### src/rtl/alu_pkg.sv
// Shared types and encodings for the ALU issue/resolve block.
// The optional ALU result checker is enabled with the ALU_ISSUE_CHECK_EN macro.
package alu_pkg;

    localparam int XLEN_DEFAULT = 32;

    // ALU operation codes driven into the combinational ALU.
    // The code 5'b01000 is never issued.
    typedef enum logic [4:0] {
        ALU_NOP  = 5'b00000,
        ALU_ADD  = 5'b00001,
        ALU_SUB  = 5'b00010,
        ALU_ADDR = 5'b00011,
        ALU_AND  = 5'b00100,
        ALU_OR   = 5'b00101,
        ALU_LT   = 5'b00110,
        ALU_GE   = 5'b00111,
        ALU_XOR  = 5'b01001,
        ALU_EQ   = 5'b01010
    } alu_op_t;

    typedef enum logic [1:0] {
        IDLE  = 2'd0,
        EXEC  = 2'd1,
        FLUSH = 2'd2
    } state_t;

    // Operand source selects produced by the decoder.
    typedef enum logic [1:0] {
        A_RS1  = 2'd0,
        A_PC   = 2'd1,
        A_ZERO = 2'd2
    } a_sel_t;

    typedef enum logic {
        B_RS2 = 1'b0,
        B_IMM = 1'b1
    } b_sel_t;

    // RV32I major opcodes handled here.
    localparam logic [6:0] OPC_OP     = 7'b0110011;
    localparam logic [6:0] OPC_OP_IMM = 7'b0010011;
    localparam logic [6:0] OPC_LUI    = 7'b0110111;
    localparam logic [6:0] OPC_AUIPC  = 7'b0010111;
    localparam logic [6:0] OPC_BRANCH = 7'b1100011;

    // funct3 values for arithmetic/logic.
    localparam logic [2:0] F3_ADD_SUB = 3'b000;
    localparam logic [2:0] F3_XOR     = 3'b100;
    localparam logic [2:0] F3_OR      = 3'b110;
    localparam logic [2:0] F3_AND     = 3'b111;

    // funct3 values for branches.
    localparam logic [2:0] F3_BEQ = 3'b000;
    localparam logic [2:0] F3_BNE = 3'b001;
    localparam logic [2:0] F3_BLT = 3'b100;
    localparam logic [2:0] F3_BGE = 3'b101;

    localparam logic [6:0] F7_BASE = 7'b0000000;
    localparam logic [6:0] F7_ALT  = 7'b0100000;

endpackage

### src/rtl/alu_decoder.sv
// Combinational RV32I decode for the ALU issue path: maps an instruction word
// and its pc to an ALU op, operand selects, immediate, branch target and flags.
module alu_decoder
    import alu_pkg::*;
#(
    parameter int XLEN = XLEN_DEFAULT
) (
    input  logic [31:0]     instr,
    input  logic [XLEN-1:0] pc,
    output alu_op_t         op,
    output a_sel_t          a_sel,
    output b_sel_t          b_sel,
    output logic [XLEN-1:0] imm,
    output logic [XLEN-1:0] target,
    output logic [4:0]      rd,
    output logic            writes_rd,
    output logic            is_branch,
    output logic            br_invert,
    output logic            illegal
);

    logic [6:0]      opcode;
    logic [2:0]      funct3;
    logic [6:0]      funct7;
    logic [XLEN-1:0] i_imm;
    logic [XLEN-1:0] u_imm;
    logic [XLEN-1:0] b_imm;

    assign opcode = instr[6:0];
    assign funct3 = instr[14:12];
    assign funct7 = instr[31:25];
    assign rd     = instr[11:7];

    // Sign-extended immediates; the signed casts widen to XLEN.
    assign i_imm = XLEN'($signed(instr[31:20]));
    assign u_imm = XLEN'($signed({instr[31:12], 12'b0}));
    assign b_imm = XLEN'($signed({instr[31], instr[7], instr[30:25], instr[11:8], 1'b0}));

    // Branch target is formed here so the E stage only has to carry it.
    assign target = pc + b_imm;

    // Opcode/funct decode; anything not recognised collapses to an illegal NOP.
    always_comb begin
        op        = ALU_NOP;
        a_sel     = A_RS1;
        b_sel     = B_RS2;
        imm       = i_imm;
        writes_rd = 1'b0;
        is_branch = 1'b0;
        br_invert = 1'b0;
        illegal   = 1'b0;
        case (opcode)
            OPC_OP: begin
                writes_rd = 1'b1;
                case (funct3)
                    F3_ADD_SUB: begin
                        if (funct7 == F7_BASE)     op = ALU_ADD;
                        else if (funct7 == F7_ALT) op = ALU_SUB;
                        else                       illegal = 1'b1;
                    end
                    F3_AND: begin
                        if (funct7 == F7_BASE) op = ALU_AND;
                        else                   illegal = 1'b1;
                    end
                    F3_OR: begin
                        if (funct7 == F7_BASE) op = ALU_OR;
                        else                   illegal = 1'b1;
                    end
                    F3_XOR: begin
                        if (funct7 == F7_BASE) op = ALU_XOR;
                        else                   illegal = 1'b1;
                    end
                    default: illegal = 1'b1;
                endcase
            end
            OPC_OP_IMM: begin
                writes_rd = 1'b1;
                b_sel     = B_IMM;
                case (funct3)
                    F3_ADD_SUB: op = ALU_ADD;
                    F3_AND:     op = ALU_AND;
                    F3_OR:      op = ALU_OR;
                    F3_XOR:     op = ALU_XOR;
                    default:    illegal = 1'b1;
                endcase
            end
            OPC_LUI: begin
                writes_rd = 1'b1;
                op        = ALU_ADDR;
                a_sel     = A_ZERO;
                b_sel     = B_IMM;
                imm       = u_imm;
            end
            OPC_AUIPC: begin
                writes_rd = 1'b1;
                op        = ALU_ADDR;
                a_sel     = A_PC;
                b_sel     = B_IMM;
                imm       = u_imm;
            end
            OPC_BRANCH: begin
                is_branch = 1'b1;
                case (funct3)
                    F3_BEQ:  op = ALU_EQ;
                    F3_BNE: begin
                        op        = ALU_EQ;
                        br_invert = 1'b1;
                    end
                    F3_BLT:  op = ALU_LT;
                    F3_BGE:  op = ALU_GE;
                    default: illegal = 1'b1;
                endcase
            end
            default: illegal = 1'b1;
        endcase
        if (illegal) begin
            op        = ALU_NOP;
            writes_rd = 1'b0;
            is_branch = 1'b0;
            br_invert = 1'b0;
        end
    end

endmodule

### src/rtl/alu_issue_ctrl.sv
// Issue/resolve controller for a combinational ALU: decodes one instruction per
// cycle, registers A/B/op into the ALU, and one cycle later turns res/zero into
// a writeback pulse, a branch redirect or an illegal-instruction pulse.
// Define ALU_ISSUE_CHECK_EN to add a sticky alu_err output fed by an internal
// reference model of the ALU.
module alu_issue_ctrl
    import alu_pkg::*;
#(
    parameter int              XLEN         = XLEN_DEFAULT,
    parameter logic [XLEN-1:0] RESET_PC_OUT = '0
) (
    input  logic            CLK,
    input  logic            RSTa,
    input  logic            in_valid,
    output logic            in_ready,
    input  logic [31:0]     instr,
    input  logic [XLEN-1:0] pc,
    input  logic [XLEN-1:0] rs1_data,
    input  logic [XLEN-1:0] rs2_data,
    output logic [4:0]      ALU_operation,
    output logic [XLEN-1:0] A,
    output logic [XLEN-1:0] B,
    input  logic [XLEN-1:0] res,
    input  logic            zero,
    output logic            wb_valid,
    output logic [4:0]      wb_rd,
    output logic [XLEN-1:0] wb_data,
    output logic            redirect_valid,
    output logic [XLEN-1:0] redirect_pc,
`ifdef ALU_ISSUE_CHECK_EN
    output logic            alu_err,
`endif
    output logic            illegal
);

    // Decoder outputs
    alu_op_t         dec_op;
    a_sel_t          dec_a_sel;
    b_sel_t          dec_b_sel;
    logic [XLEN-1:0] dec_imm;
    logic [XLEN-1:0] dec_target;
    logic [4:0]      dec_rd;
    logic            dec_writes_rd;
    logic            dec_is_branch;
    logic            dec_br_invert;
    logic            dec_illegal;

    // FSM and E-stage registers
    state_t          state_reg, state_next;
    alu_op_t         e_op_reg;
    logic [XLEN-1:0] a_reg, b_reg;
    logic [XLEN-1:0] a_next, b_next;
    logic [4:0]      e_rd_reg;
    logic            e_writes_reg;
    logic            e_branch_reg;
    logic            e_invert_reg;
    logic            e_illegal_reg;
    logic [XLEN-1:0] e_target_reg;

    // Output-stage registers
    logic            wb_valid_reg;
    logic [4:0]      wb_rd_reg;
    logic [XLEN-1:0] wb_data_reg;
    logic            redirect_valid_reg;
    logic [XLEN-1:0] redirect_pc_reg;
    logic            illegal_reg;

    logic accept;
    logic e_valid;
    logic taken;
    logic load_e;

    alu_decoder #(.XLEN(XLEN)) u_decoder (
        .instr     (instr),
        .pc        (pc),
        .op        (dec_op),
        .a_sel     (dec_a_sel),
        .b_sel     (dec_b_sel),
        .imm       (dec_imm),
        .target    (dec_target),
        .rd        (dec_rd),
        .writes_rd (dec_writes_rd),
        .is_branch (dec_is_branch),
        .br_invert (dec_br_invert),
        .illegal   (dec_illegal)
    );

    assign in_ready = (state_reg != FLUSH);
    assign accept   = in_valid && in_ready;
    assign e_valid  = (state_reg == EXEC);
    // A taken branch in E squashes whatever is accepted alongside it.
    assign taken    = e_valid && e_branch_reg && (zero ^ e_invert_reg);
    assign load_e   = accept && !taken;

    // State register
    always_ff @(posedge CLK or negedge RSTa) begin
        if (!RSTa) state_reg <= IDLE;
        else       state_reg <= state_next;
    end

    // Next-state logic: EXEC while E holds an instruction, FLUSH for the redirect cycle
    always_comb begin
        state_next = state_reg;
        case (state_reg)
            IDLE:    if (accept) state_next = EXEC;
            EXEC: begin
                if (taken)       state_next = FLUSH;
                else if (accept) state_next = EXEC;
                else             state_next = IDLE;
            end
            FLUSH:   state_next = IDLE;
            default: state_next = IDLE;
        endcase
    end

    // Operand selection; illegal instructions travel with zero operands
    always_comb begin
        a_next = rs1_data;
        b_next = rs2_data;
        case (dec_a_sel)
            A_PC:    a_next = pc;
            A_ZERO:  a_next = '0;
            default: a_next = rs1_data;
        endcase
        if (dec_b_sel == B_IMM) b_next = dec_imm;
        if (dec_illegal) begin
            a_next = '0;
            b_next = '0;
        end
    end

    // E-stage register: loaded on accept, otherwise emptied to a NOP
    always_ff @(posedge CLK or negedge RSTa) begin
        if (!RSTa) begin
            e_op_reg      <= ALU_NOP;
            a_reg         <= '0;
            b_reg         <= '0;
            e_rd_reg      <= '0;
            e_writes_reg  <= 1'b0;
            e_branch_reg  <= 1'b0;
            e_invert_reg  <= 1'b0;
            e_illegal_reg <= 1'b0;
            e_target_reg  <= '0;
        end else if (load_e) begin
            e_op_reg      <= dec_op;
            a_reg         <= a_next;
            b_reg         <= b_next;
            e_rd_reg      <= dec_rd;
            e_writes_reg  <= dec_writes_rd;
            e_branch_reg  <= dec_is_branch;
            e_invert_reg  <= dec_br_invert;
            e_illegal_reg <= dec_illegal;
            e_target_reg  <= dec_target;
        end else begin
            e_op_reg      <= ALU_NOP;
            a_reg         <= '0;
            b_reg         <= '0;
            e_rd_reg      <= '0;
            e_writes_reg  <= 1'b0;
            e_branch_reg  <= 1'b0;
            e_invert_reg  <= 1'b0;
            e_illegal_reg <= 1'b0;
            e_target_reg  <= '0;
        end
    end

    // Resolve stage: capture res/zero into single-cycle output pulses
    always_ff @(posedge CLK or negedge RSTa) begin
        if (!RSTa) begin
            wb_valid_reg       <= 1'b0;
            wb_rd_reg          <= '0;
            wb_data_reg        <= '0;
            redirect_valid_reg <= 1'b0;
            redirect_pc_reg    <= RESET_PC_OUT;
            illegal_reg        <= 1'b0;
        end else begin
            wb_valid_reg       <= e_valid && e_writes_reg && (e_rd_reg != 5'd0);
            redirect_valid_reg <= taken;
            illegal_reg        <= e_valid && e_illegal_reg;
            if (e_valid && e_writes_reg && (e_rd_reg != 5'd0)) begin
                wb_rd_reg   <= e_rd_reg;
                wb_data_reg <= res;
            end
            if (taken) redirect_pc_reg <= e_target_reg;
        end
    end

    assign ALU_operation  = e_op_reg;
    assign A              = a_reg;
    assign B              = b_reg;
    assign wb_valid       = wb_valid_reg;
    assign wb_rd          = wb_rd_reg;
    assign wb_data        = wb_data_reg;
    assign redirect_valid = redirect_valid_reg;
    assign redirect_pc    = redirect_pc_reg;
    assign illegal        = illegal_reg;

`ifdef ALU_ISSUE_CHECK_EN
    logic [XLEN-1:0] chk_res;
    logic            chk_zero;
    logic            chk_is_cmp;
    logic            chk_mismatch;
    logic            alu_err_reg;

    // Reference ALU: compares use the zero flag, everything else the result
    always_comb begin
        chk_res    = '0;
        chk_zero   = 1'b0;
        chk_is_cmp = 1'b0;
        case (e_op_reg)
            ALU_ADD, ALU_ADDR: chk_res = a_reg + b_reg;
            ALU_SUB:           chk_res = a_reg - b_reg;
            ALU_AND:           chk_res = a_reg & b_reg;
            ALU_OR:            chk_res = a_reg | b_reg;
            ALU_XOR:           chk_res = a_reg ^ b_reg;
            ALU_LT: begin
                chk_is_cmp = 1'b1;
                chk_zero   = ($signed(a_reg) < $signed(b_reg));
            end
            ALU_GE: begin
                chk_is_cmp = 1'b1;
                chk_zero   = ($signed(a_reg) >= $signed(b_reg));
            end
            ALU_EQ: begin
                chk_is_cmp = 1'b1;
                chk_zero   = (a_reg == b_reg);
            end
            default: chk_res = '0;
        endcase
        chk_mismatch = (e_op_reg != ALU_NOP) &&
                       (chk_is_cmp ? (zero != chk_zero) : (res != chk_res));
    end

    // Sticky error flag, cleared only by reset
    always_ff @(posedge CLK or negedge RSTa) begin
        if (!RSTa)             alu_err_reg <= 1'b0;
        else if (chk_mismatch) alu_err_reg <= 1'b1;
    end

    assign alu_err = alu_err_reg;
`endif

endmodule

### config.mk
export PLATFORM = sky130hd
export DESIGN_NAME = alu_issue_ctrl
export DESIGN_NICKNAME = d
export VERILOG_FILES = /design/src/rtl/alu_pkg.sv /design/src/rtl/alu_decoder.sv /design/src/rtl/alu_issue_ctrl.sv
export SDC_FILE = /design/constraint.sdc
export NUM_CORES = 1
export LEC_CHECK = 0
export BUFFER_PORTS_ARGS = -buffer_cell sky130_fd_sc_hd__clkbuf_2
export CAP_MARGIN = 0
export CORE_MARGIN = 2
export CORE_UTILIZATION = 30
export DETAILED_ROUTE_END_ITERATION = 10
export SLEW_MARGIN = 20
export SYNTH_ARGS = -nofsm -noshare
export SYNTH_HDL_FRONTEND = slang
export SYNTH_SLANG_ARGS = --single-unit
### constraint.sdc
create_clock -name CLK -period 4.54 [get_ports CLK]
set_input_delay 1.135 -clock CLK [delete_from_list [all_inputs] [get_ports CLK]]
set_output_delay 1.135 -clock CLK [all_outputs]
set_load 0.005 [all_outputs]
==> results.yml, run 1 <==
cts:
  numCtsBuffers: 17
  cts_resized: 0
  cts-root-buf: "clkbuf_16"
  cts_tree: "done"
  path_clk_slew_ps: 70
  worst_skew_pair.late_latency_ps: 430
  ctsHoldBuffers: 0
  htreeDepth: 4
  post-cts-setup-buffer-count: 0
  max-clock-path-buffers: 2
  cts_sinks: 183
logic_synthesis:
  synthTopCellsByArea: "dfrtp_1, nand2_1, ha_1, mux2_2, nor2_1"
  synthXorXnorAreaFrac_pct: 2.196
  synth_top_area_share_pct: 52.20
  synthCells: 854
  synthDistinctLibCells: 58
  async_flop_share_pct: 100.0
  synthesis.area_mm2: 0.008773
  synth_edf_count: 0
  synth_nets: 1051
  ys_seq_area_share_pct: 52.20
  synth_seq_cells: 183
  synth_compound_area_share_pct: 14.63
  synthMuxAreaShare_pct: 5.961
  yosysWarnings: 0
  synth_simple_gate_area_share_pct: 17.20
  syn-mean-instance-area_um2: 10.27
  synth_top_family_by_area: "simple AND/OR/NAND/NOR gates"
  synth_area_leader_cell: "dfrtp_1"
  synth_flop_cell: "dfrtp_1"
  synth_fa_ha_area_share_pct: 4.792
worst_setup_path:
  startpoint_type: "input pin"
  reg2reg_setup_slack_ps: 2360
  crit_type: "input pin to flip-flop"
  required_ps: 4850
  rr_startpoint: "e_rd_reg[0]"
  endpoint_kind: "flip-flop"
  arrival_ps: 3690
  r2r-end: "wb_rd[4]"
  path_max_fanout: 23
  ff2ff_path_depth: 4
global_route:
  grt_antenna_before_repair: 0
  grt_pass1_vias: 7509
  grt_pass1_wl_um: 42280
  grt_max_degree: 104
  grtUsageMet1_pct: 23.74
  grt.total_usage_pct: 17.82
  grtUsageMet3_pct: 5.287
  grt-busiest-layer: "met2"
  met2_usage_pct: 28.43
  overflow: 0
drt:
  wire_per_inst_um: 17.43
  firstDrtPassIters: 5
  via_count: 7364
  wirelength_um: 26880
  drc: 0
  ant_nets: 0
  dr.first_iter.drc_count: 399
  vias_per_cell: 4.776
sta:
  max_freq_mhz: 295.7
  fin_tns_setup_ps: 0
  final.period_utilization_pct: 74.48
  worst_slew_pin_slew_ps: 882.2
  worst_slack_ps: 1159
  skew_ps: 12.27
  final-max-slew-violation-count: 0
  max-slew-margin-rel_pct: 41.19
  finalSetupViolCount: 0
  post-route-min-period_ps: 3381
  hold_viol_final: 0
  rsz0062_at_grt: "false"
place:
  portBuffers: 304
  pre_cts_slack_ps: 727.4
  dp_hpwl_um: 20500
  routabilityCongestion: 0.8561
final_layout:
  final_util_pct: 39.16
  nNetsFinal: 1344
  ff_latch_area_mm2: 0.004579
  multi_input_area_mm2: 0.003944
  final_cell_mix: "clkbuf_2, dfrtp_1, nand2_1, nor2_1, a21oi_1"
  drive_above_1_share_pct: 36.96
  fill_cells: 2895
  syn2layout_area_growth_pct: 28.47
  n_antenna_cell: 0
  final_common_cell: "clkbuf_2"
die:
  core-area_mm2: 0.02878
  die_w_um: 175.0
  std_cell_rows: 62
  start_util_pct: 30.48
  die-area_mm2: 0.03063
  die_h_um: 175.0
  io_pins: 306
power_and_ir_drop:
  power.density_mw_per_mm2: 318.0
  p_leak_nw: 5.798
  vdd_drop_max_v: 0.0002149
status:
  status: "finished clean"
hold_path:
  holdPathEnd: "state_reg[0]"
  hold_depth: 1
  worstHoldStart: "state_reg[1]"
  hp-class: "flip-flop to flip-flop"
job:
  cap_violations: 0
[cells in the mapped netlist, types with 2 or more instances]
library cell and number:
nand4_1 5, and2_1 13, a211oi_2 19, a22oi_1 31
buf_6 4, nor3b_2 13, o21ai_0 27, a31o_2 2
nand2_1 146, nor3_1 10, a31oi_1 5, ha_1 32
buf_2 8, buf_1 3, nor2b_1 5, xor2_1 9
inv_1 10, nor3_2 2, nand2b_1 5, a21oi_1 55
and3_1 5, nor3b_1 3, a221oi_1 3, a211oi_1 4
a21o_1 12, nand3_1 13, mux2_2 34, o21a_1 7
dfrtp_1 183, clkbuf_1 31, nor2_1 98, o211ai_1 3
o21bai_1 3, xnor2_1 13, nand3b_1 2, mux2i_1 14
[where the power goes]
part	internal, mW	switching [mW]
clock	0.716	0.700
sequential	1.68	0.0167
combinational	0.195	0.279
total	2.59	0.996
[metrics by stage]
step,power (mW),std cells,instance area [um^2],hold WS (ps)
finish,3.585,1542,11270,462.4
global route,3.774,1542,11270,487.9
floorplan,1.985,854,8773,427.7
global placement,2.199,1512,10730,442.9
detailed placement,2.202,1512,10730,454.3
CTS,3.637,1542,11270,464.0
[cell type report]
type	count	share of cell area [%]
clock buffers	17	3.774
clock inverters	13	1.044
inverters	11	0.3663
multi-input cells	613	34.99
flip-flops and latches	183	40.63
well taps	384	4.263
repair buffers	321	14.93
[worst max-delay path, stage by stage]
cell and delay, ps:
clkbuf_2 520, ha_1 430, a21oi_1 350, nand2_1 100
a221oi_1 390, a21oi_1 240, o21ai_0 250, xor2_1 190
nor2_1 60
[metal layers]
metal | routed length, um | up-vias | part of all wire (%)
met1 | 12070 | 3508 | 45
met2 | 12480 | 288 | 46
li1 | - | 3547 | -
met4 | 329 | 0 | 1.2
met5 | 0 | - | 0
met3 | 1999 | 21 | 7.4
[logic make-up (layout without fill, tap and decap cells)]
family,Yosys count,in the layout
AO/OA/AOI/OAI,183,183
XOR/XNOR,22,22
adder cells (fa/ha/maj),33,33
buffers and inverters,58,362
flip-flops,183,183
multiplexers,48,48
other,1,1
AND/OR/NAND/NOR,326,326
[how the worst max path moves through the flow]
| stage | start | end | slack, ps | cells past startpoint |
|---|---|---|---|---|
| floorplan | instr[3] | e_invert_reg | 1540 | 13 |
| global placement | instr[31] | ALU_operation[0] | 770 | 9 |
| detailed placement | instr[31] | e_target_reg[26] | 730 | 9 |
| CTS | instr[31] | e_target_reg[26] | 1180 | 9 |
| global route | instr[31] | e_target_reg[30] | 990 | 9 |
| finish | instr[31] | e_target_reg[22] | 1160 | 9 |
No activity file was read; power rests on OpenSTA's default activity.
==> run 2: changes to the inputs <==
==> constraint.sdc (replaced) <==
create_clock -name CLK -period 3.4 [get_ports CLK]
set_input_delay 0.85 -clock CLK [delete_from_list [all_inputs] [get_ports CLK]]
set_output_delay 0.85 -clock CLK [all_outputs]
set_load 0.005 [all_outputs]
==> run 2 against run 1 <==
  * Register-to-register slack worse by 1100 ps
  * Critical path type unchanged
  * Critical endpoint is now e_target_reg[24]
  * Routed wire length up 0.70%
  * Die area unchanged
  * Utilization up 0.41 points
  * Final area up 1.0%
  * Combinational power up 36%
==> results.yml, run 2 (synthesized netlist as in run 1, its figures left out) <==
status:
  status: "finished clean"
drt:
  wirelength_um: 27070
  ant_nets: 0
  dr.first_iter.drc_count: 425
  firstDrtPassIters: 4
  drc: 0
  via_count: 7440
  wire_per_inst_um: 17.41
  vias_per_cell: 4.785
die:
  die_h_um: 175.0
  die-area_mm2: 0.03063
  start_util_pct: 30.48
  die_w_um: 175.0
  core-area_mm2: 0.02878
  io_pins: 306
  std_cell_rows: 62
power_and_ir_drop:
  vdd_drop_max_v: 0.0002375
  power.density_mw_per_mm2: 433.4
  p_leak_nw: 5.860
sta:
  max_freq_mhz: 359.7
  final.period_utilization_pct: 81.77
  rsz0062_at_grt: "false"
  final-max-slew-violation-count: 0
  post-route-min-period_ps: 2780
  finalSetupViolCount: 0
  hold_viol_final: 0
  worst_slack_ps: 619.7
  worst_slew_pin_slew_ps: 627.3
  max-slew-margin-rel_pct: 58.18
  skew_ps: 13.76
  fin_tns_setup_ps: 0
global_route:
  grt_antenna_before_repair: 2
  overflow: 0
  grt.total_usage_pct: 17.97
  grt_pass1_vias: 7505
  grt_max_degree: 60
  grt_pass1_wl_um: 42450
place:
  pre_cts_slack_ps: 175.7
  routabilityCongestion: 0.8244
  dp_hpwl_um: 20980
  dp.cells: 1522
  portBuffers: 304
cts:
  ctsHoldBuffers: 0
  worst_skew_pair.late_latency_ps: 440
  post-cts-setup-buffer-count: 0
  htreeDepth: 4
  path_clk_slew_ps: 70
  numCtsBuffers: 17
  max-clock-path-buffers: 2
  cts-root-buf: "clkbuf_16"
  cts_sinks: 183
  cts_resized: 0
  cts_tree: "done"
worst_setup_path:
  path_buf_inv: 1
  endpoint_kind: "flip-flop"
  reg2reg_setup_slack_ps: 1240
  max_stage_delay_ps: 500
  crit_type: "input pin to flip-flop"
  crit_path_cell_trace: "clkbuf_2 > ha_1 > a21oi_1 > o21ai_0 > a221oi_1 > a21boi_0 > xnor2_1 > nor2_1"
  startpoint_type: "input pin"
  path_max_fanout: 16
  arrival_ps: 3080
  path_delay_family: "compound AO/OA/AOI/OAI gates"
  crit_slowest_cell: "ha_1"
  required_ps: 3700
final_layout:
  final_util_pct: 39.57
  fin_cells: 1555
  nNetsFinal: 1354
  fill_cells: 2920
  syn2layout_area_growth_pct: 29.81
  final_common_cell: "clkbuf_2"
  final_cell_mix: "clkbuf_2, dfrtp_1, nand2_1, nor2_1, a21oi_1"
  drive_above_1_share_pct: 37.61
hold_path:
  hp-class: "input pin to async pin"
job:
  cap_violations: 0
run 2: cell types whose count changed in the layout (fill, tap and decap cells not counted):
cell,previous run,this run
clkbuf_8,1,2
bufinv_16,0,1
inv_6,4,3
inv_8,3,4
buf_4,15,26
clkinvlp_4,3,4
buf_12,2,1
clkinv_2,2,0
diode_2,0,1
clkinv_4,0,1
run 2: area by class of cell:
type,count,area [um^2],share of cell area [%]
flip-flops and latches,183,4579,40.21
inverters,11,41.29,0.3626
diodes,1,2.502,0.02197
clock buffers,18,439.2,3.856
repair buffers,331,1745,15.33
clock inverters,14,156.4,1.373
well taps,384,480.5,4.219
multi-input cells,613,3944,34.63
run 2: path summary, 6_finish.rpt:
path	startpoint	cells after the start	endpoint
worst max register to register	e_rd_reg[0]	6	wb_data[19]
worst max-delay path	instr[31]	8	e_target_reg[24]
worst min-delay path	RSTa	1	A[0]
worst min register to register	e_illegal_reg	1	illegal
max in group asynchronous	RSTa	2	wb_data[20]
min in group CLK	e_illegal_reg	1	illegal
run 2: power breakdown:
group	leakage, nW	internal [mW]	switching (mW)
Clock	0.280	1.06	0.963
Combinational	3.24	0.269	0.377
Sequential	2.34	2.24	0.0230
Total	5.86	3.57	1.36
run 2: stage by stage:
| stage | hold slack (ps) | total power, mW | instance area, um^2 |
|---|---|---|---|
| 5_1_grt | 398.4 | 5.172 | 11390 |
| 4_1_cts | 383.9 | 5.002 | 11390 |
| 6_report | 377.9 | 4.936 | 11390 |
| 3_3_place_gp | 437.0 | 2.956 | 10790 |
| 3_5_place_dp | 437.1 | 2.955 | 10790 |
| 2_1_floorplan | 427.7 | 2.650 | 8773 |
run 2: per-layer routing:
metal	global-route usage (%)	share of wire [%]
met5	0	0.041
met4	5.347	1.4
met3	5.200	7.4
met2	29.59	47
met1	22.90	44
==> run 3: changes to the inputs <==
==> constraint.sdc (replaced) <==
create_clock -name CLK -period 2.4 [get_ports CLK]
set_input_delay 0.6 -clock CLK [delete_from_list [all_inputs] [get_ports CLK]]
set_output_delay 0.6 -clock CLK [all_outputs]
set_load 0.005 [all_outputs]
==> run 3 against run 2 <==
  * First-iteration DRC count fell by 18%
  * Critical path depth grew 2
  * Setup slack got worse by 490 ps
  * Utilization grew 3.3 points
  * Clock power rose by 42%
  * Final area grew 8.3%
  * Power is 47% higher
  * Register-to-register slack got worse by 910 ps
  * Final cell count up 6.6%
  * Combinational power is 75% higher
  * Clock skew increased by 3.0 ps
  * Hold slack got worse by 13 ps
  * Largest cell class unchanged
  * Highest routed layer is now met4
==> results.yml, run 3 (synthesized netlist as in run 1, its figures left out) <==
sta:
  worst_slew_pin_slew_ps: 633.6
  skew_ps: 16.72
  final-max-slew-violation-count: 0
  fin_tns_setup_ps: 0
  max-slew-margin-rel_pct: 57.76
  rsz0062_at_grt: "false"
  max_freq_mhz: 440.5
  post-route-min-period_ps: 2270
  hold_viol_final: 0
  final.period_utilization_pct: 94.60
  finalSetupViolCount: 0
final_layout:
  final_common_cell: "clkbuf_2"
  n_antenna_cell: 0
  syn2layout_area_growth_pct: 40.64
  nNetsFinal: 1458
  final_cell_mix: "clkbuf_2, dfrtp_1, nand2_1, buf_4, nor2_1"
  fill_cells: 2821
  drive_above_1_share_pct: 43.64
  final_util_pct: 42.87
worst_setup_path:
  crit_end: "e_target_reg[31]"
  crit_type: "input pin to flip-flop"
  required_ps: 2720
  endpoint_kind: "flip-flop"
  crit_start: "instr[31]"
  ff2ff_path_depth: 6
  reg2reg_setup_slack_ps: 330
  arrival_ps: 2590
  r2r-end: "wb_data[5]"
  startpoint_type: "input pin"
  path_max_fanout: 7
  rr_startpoint: "e_rd_reg[0]"
drt:
  dr.first_iter.drc_count: 349
  firstDrtPassIters: 5
  wire_per_inst_um: 16.34
  drc: 0
  ant_nets: 0
  via_count: 7841
  vias_per_cell: 4.729
  wirelength_um: 27090
power_and_ir_drop:
  power.density_mw_per_mm2: 586.2
  power_frac_comb_pct: 15.6
  power.internal_mw: 5.240
  pwr-share-clk_pct: 40.0
  switching_power_mw: 1.992
  seqPwrFrac_pct: 44.4
  p_leak_nw: 6.421
  swShare_pct: 27.55
  vdd_drop_max_v: 0.0003478
global_route:
  grt_pass1_wl_um: 43080
  grt.total_usage_pct: 18.04
  grt_pass1_vias: 7817
  grt_antenna_before_repair: 0
  overflow: 0
  grt_max_degree: 77
die:
  die-area_mm2: 0.03063
  start_util_pct: 30.48
  die_w_um: 175.0
  core-area_mm2: 0.02878
  std_cell_rows: 62
  die_h_um: 175.0
  io_pins: 306
place:
  portBuffers: 304
  routabilityCongestion: 0.8399
  dp_hpwl_um: 21300
hold_path:
  hp-class: "input pin to flip-flop"
cts:
  cts_tree: "done"
  numCtsBuffers: 17
  path_clk_slew_ps: 70
  max-clock-path-buffers: 2
  cts-root-buf: "clkbuf_16"
  cts_sinks: 183
  worst_skew_pair.late_latency_ps: 440
  htreeDepth: 4
status:
  status: "finished clean"
job:
  cap_violations: 0
==> run 3: cell types whose count changed in the layout (fill, tap and decap cells not counted), moves of 4 or more <==
| cell | delta |
|---|---|
| buf_4 | +97 |
| buf_12 | +6 |
| clkinv_4 | +4 |
| clkinvlp_4 | -4 |
==> run 3: repair_timing <==
item                       4_1_cts  5_1_grt
gates cloned                     0        0
setup buffers                    0        1
pin swaps                        0        2
hold endpoints to repair        13        0
gates resized for setup          2       14
hold buffers                     1        0
setup endpoints to repair        2       13
==> run 3: critical path, cell delays in order <==
cell and delay (ps):
clkbuf_2 160, buf_4 170, ha_1 320, a21oi_1 200, o21ai_0 110, nor2b_1 140, a311oi_2 360, a211oi_2 150
o21a_1 190, o21a_1 180
==> run 3: metal layers <==
layer	wire length, um	global-route usage, %	up-vias
met4	269	4.132	0
met3	1808	4.721	21
li1	-	-	3790
met2	12760	29.51	278
met5	0	0	-
met1	12260	23.97	3752
==> run 3: layout make-up <==
class                   count  area (um^2)  area share (%)
well taps                 384        480.5           3.894
inverters                  11        41.29          0.3346
multi-input cells         613         4029           32.65
repair buffers            435         2604           21.10
clock inverters            13        162.7           1.318
clock buffers              19        442.9           3.590
flip-flops and latches    183         4579           37.11
==> run 3: stage by stage <==
stage / hold WS, ps / cell area [um^2] / std cells / setup WS (ps) / total power [mW]
4_1_cts: 341.3 / 12270 / 1657 / 5.193 / 7.323
2_1_floorplan: 304.4 / 8783 / 854 / 3.184 / 3.756
3_5_place_dp: 461.1 / 11640 / 1624 / -475.0 / 4.382
5_1_grt: 346.9 / 12340 / 1658 / 6.566 / 7.593
6_report: 364.5 / 12340 / 1658 / 129.6 / 7.233
3_3_place_gp: 455.9 / 11640 / 1624 / -511.4 / 4.372
==> run 3: worst min path at each step <==
stage,startpoint,endpoint,slack (ps),cells after the start
after floorplan,RSTa,ALU_operation[0],300,0
after global placement,RSTa,A[0],460,1
after detailed placement,RSTa,A[0],460,1
after CTS,res[27],wb_data[27],340,3
after global routing,res[24],wb_data[24],350,3
final,res[15],wb_data[15],360,3
==> run 3: power by group through the flow <==
stage / combinational (mW) / sequential [mW] / clock, mW
2_1_floorplan: 0.501 / 3.26 / 0
3_3_place_gp: 1.10 / 3.27 / 0
3_5_place_dp: 1.11 / 3.27 / 0
4_1_cts: 1.12 / 3.21 / 2.99
5_1_grt: 1.26 / 3.22 / 3.12
6_report: 1.13 / 3.21 / 2.89
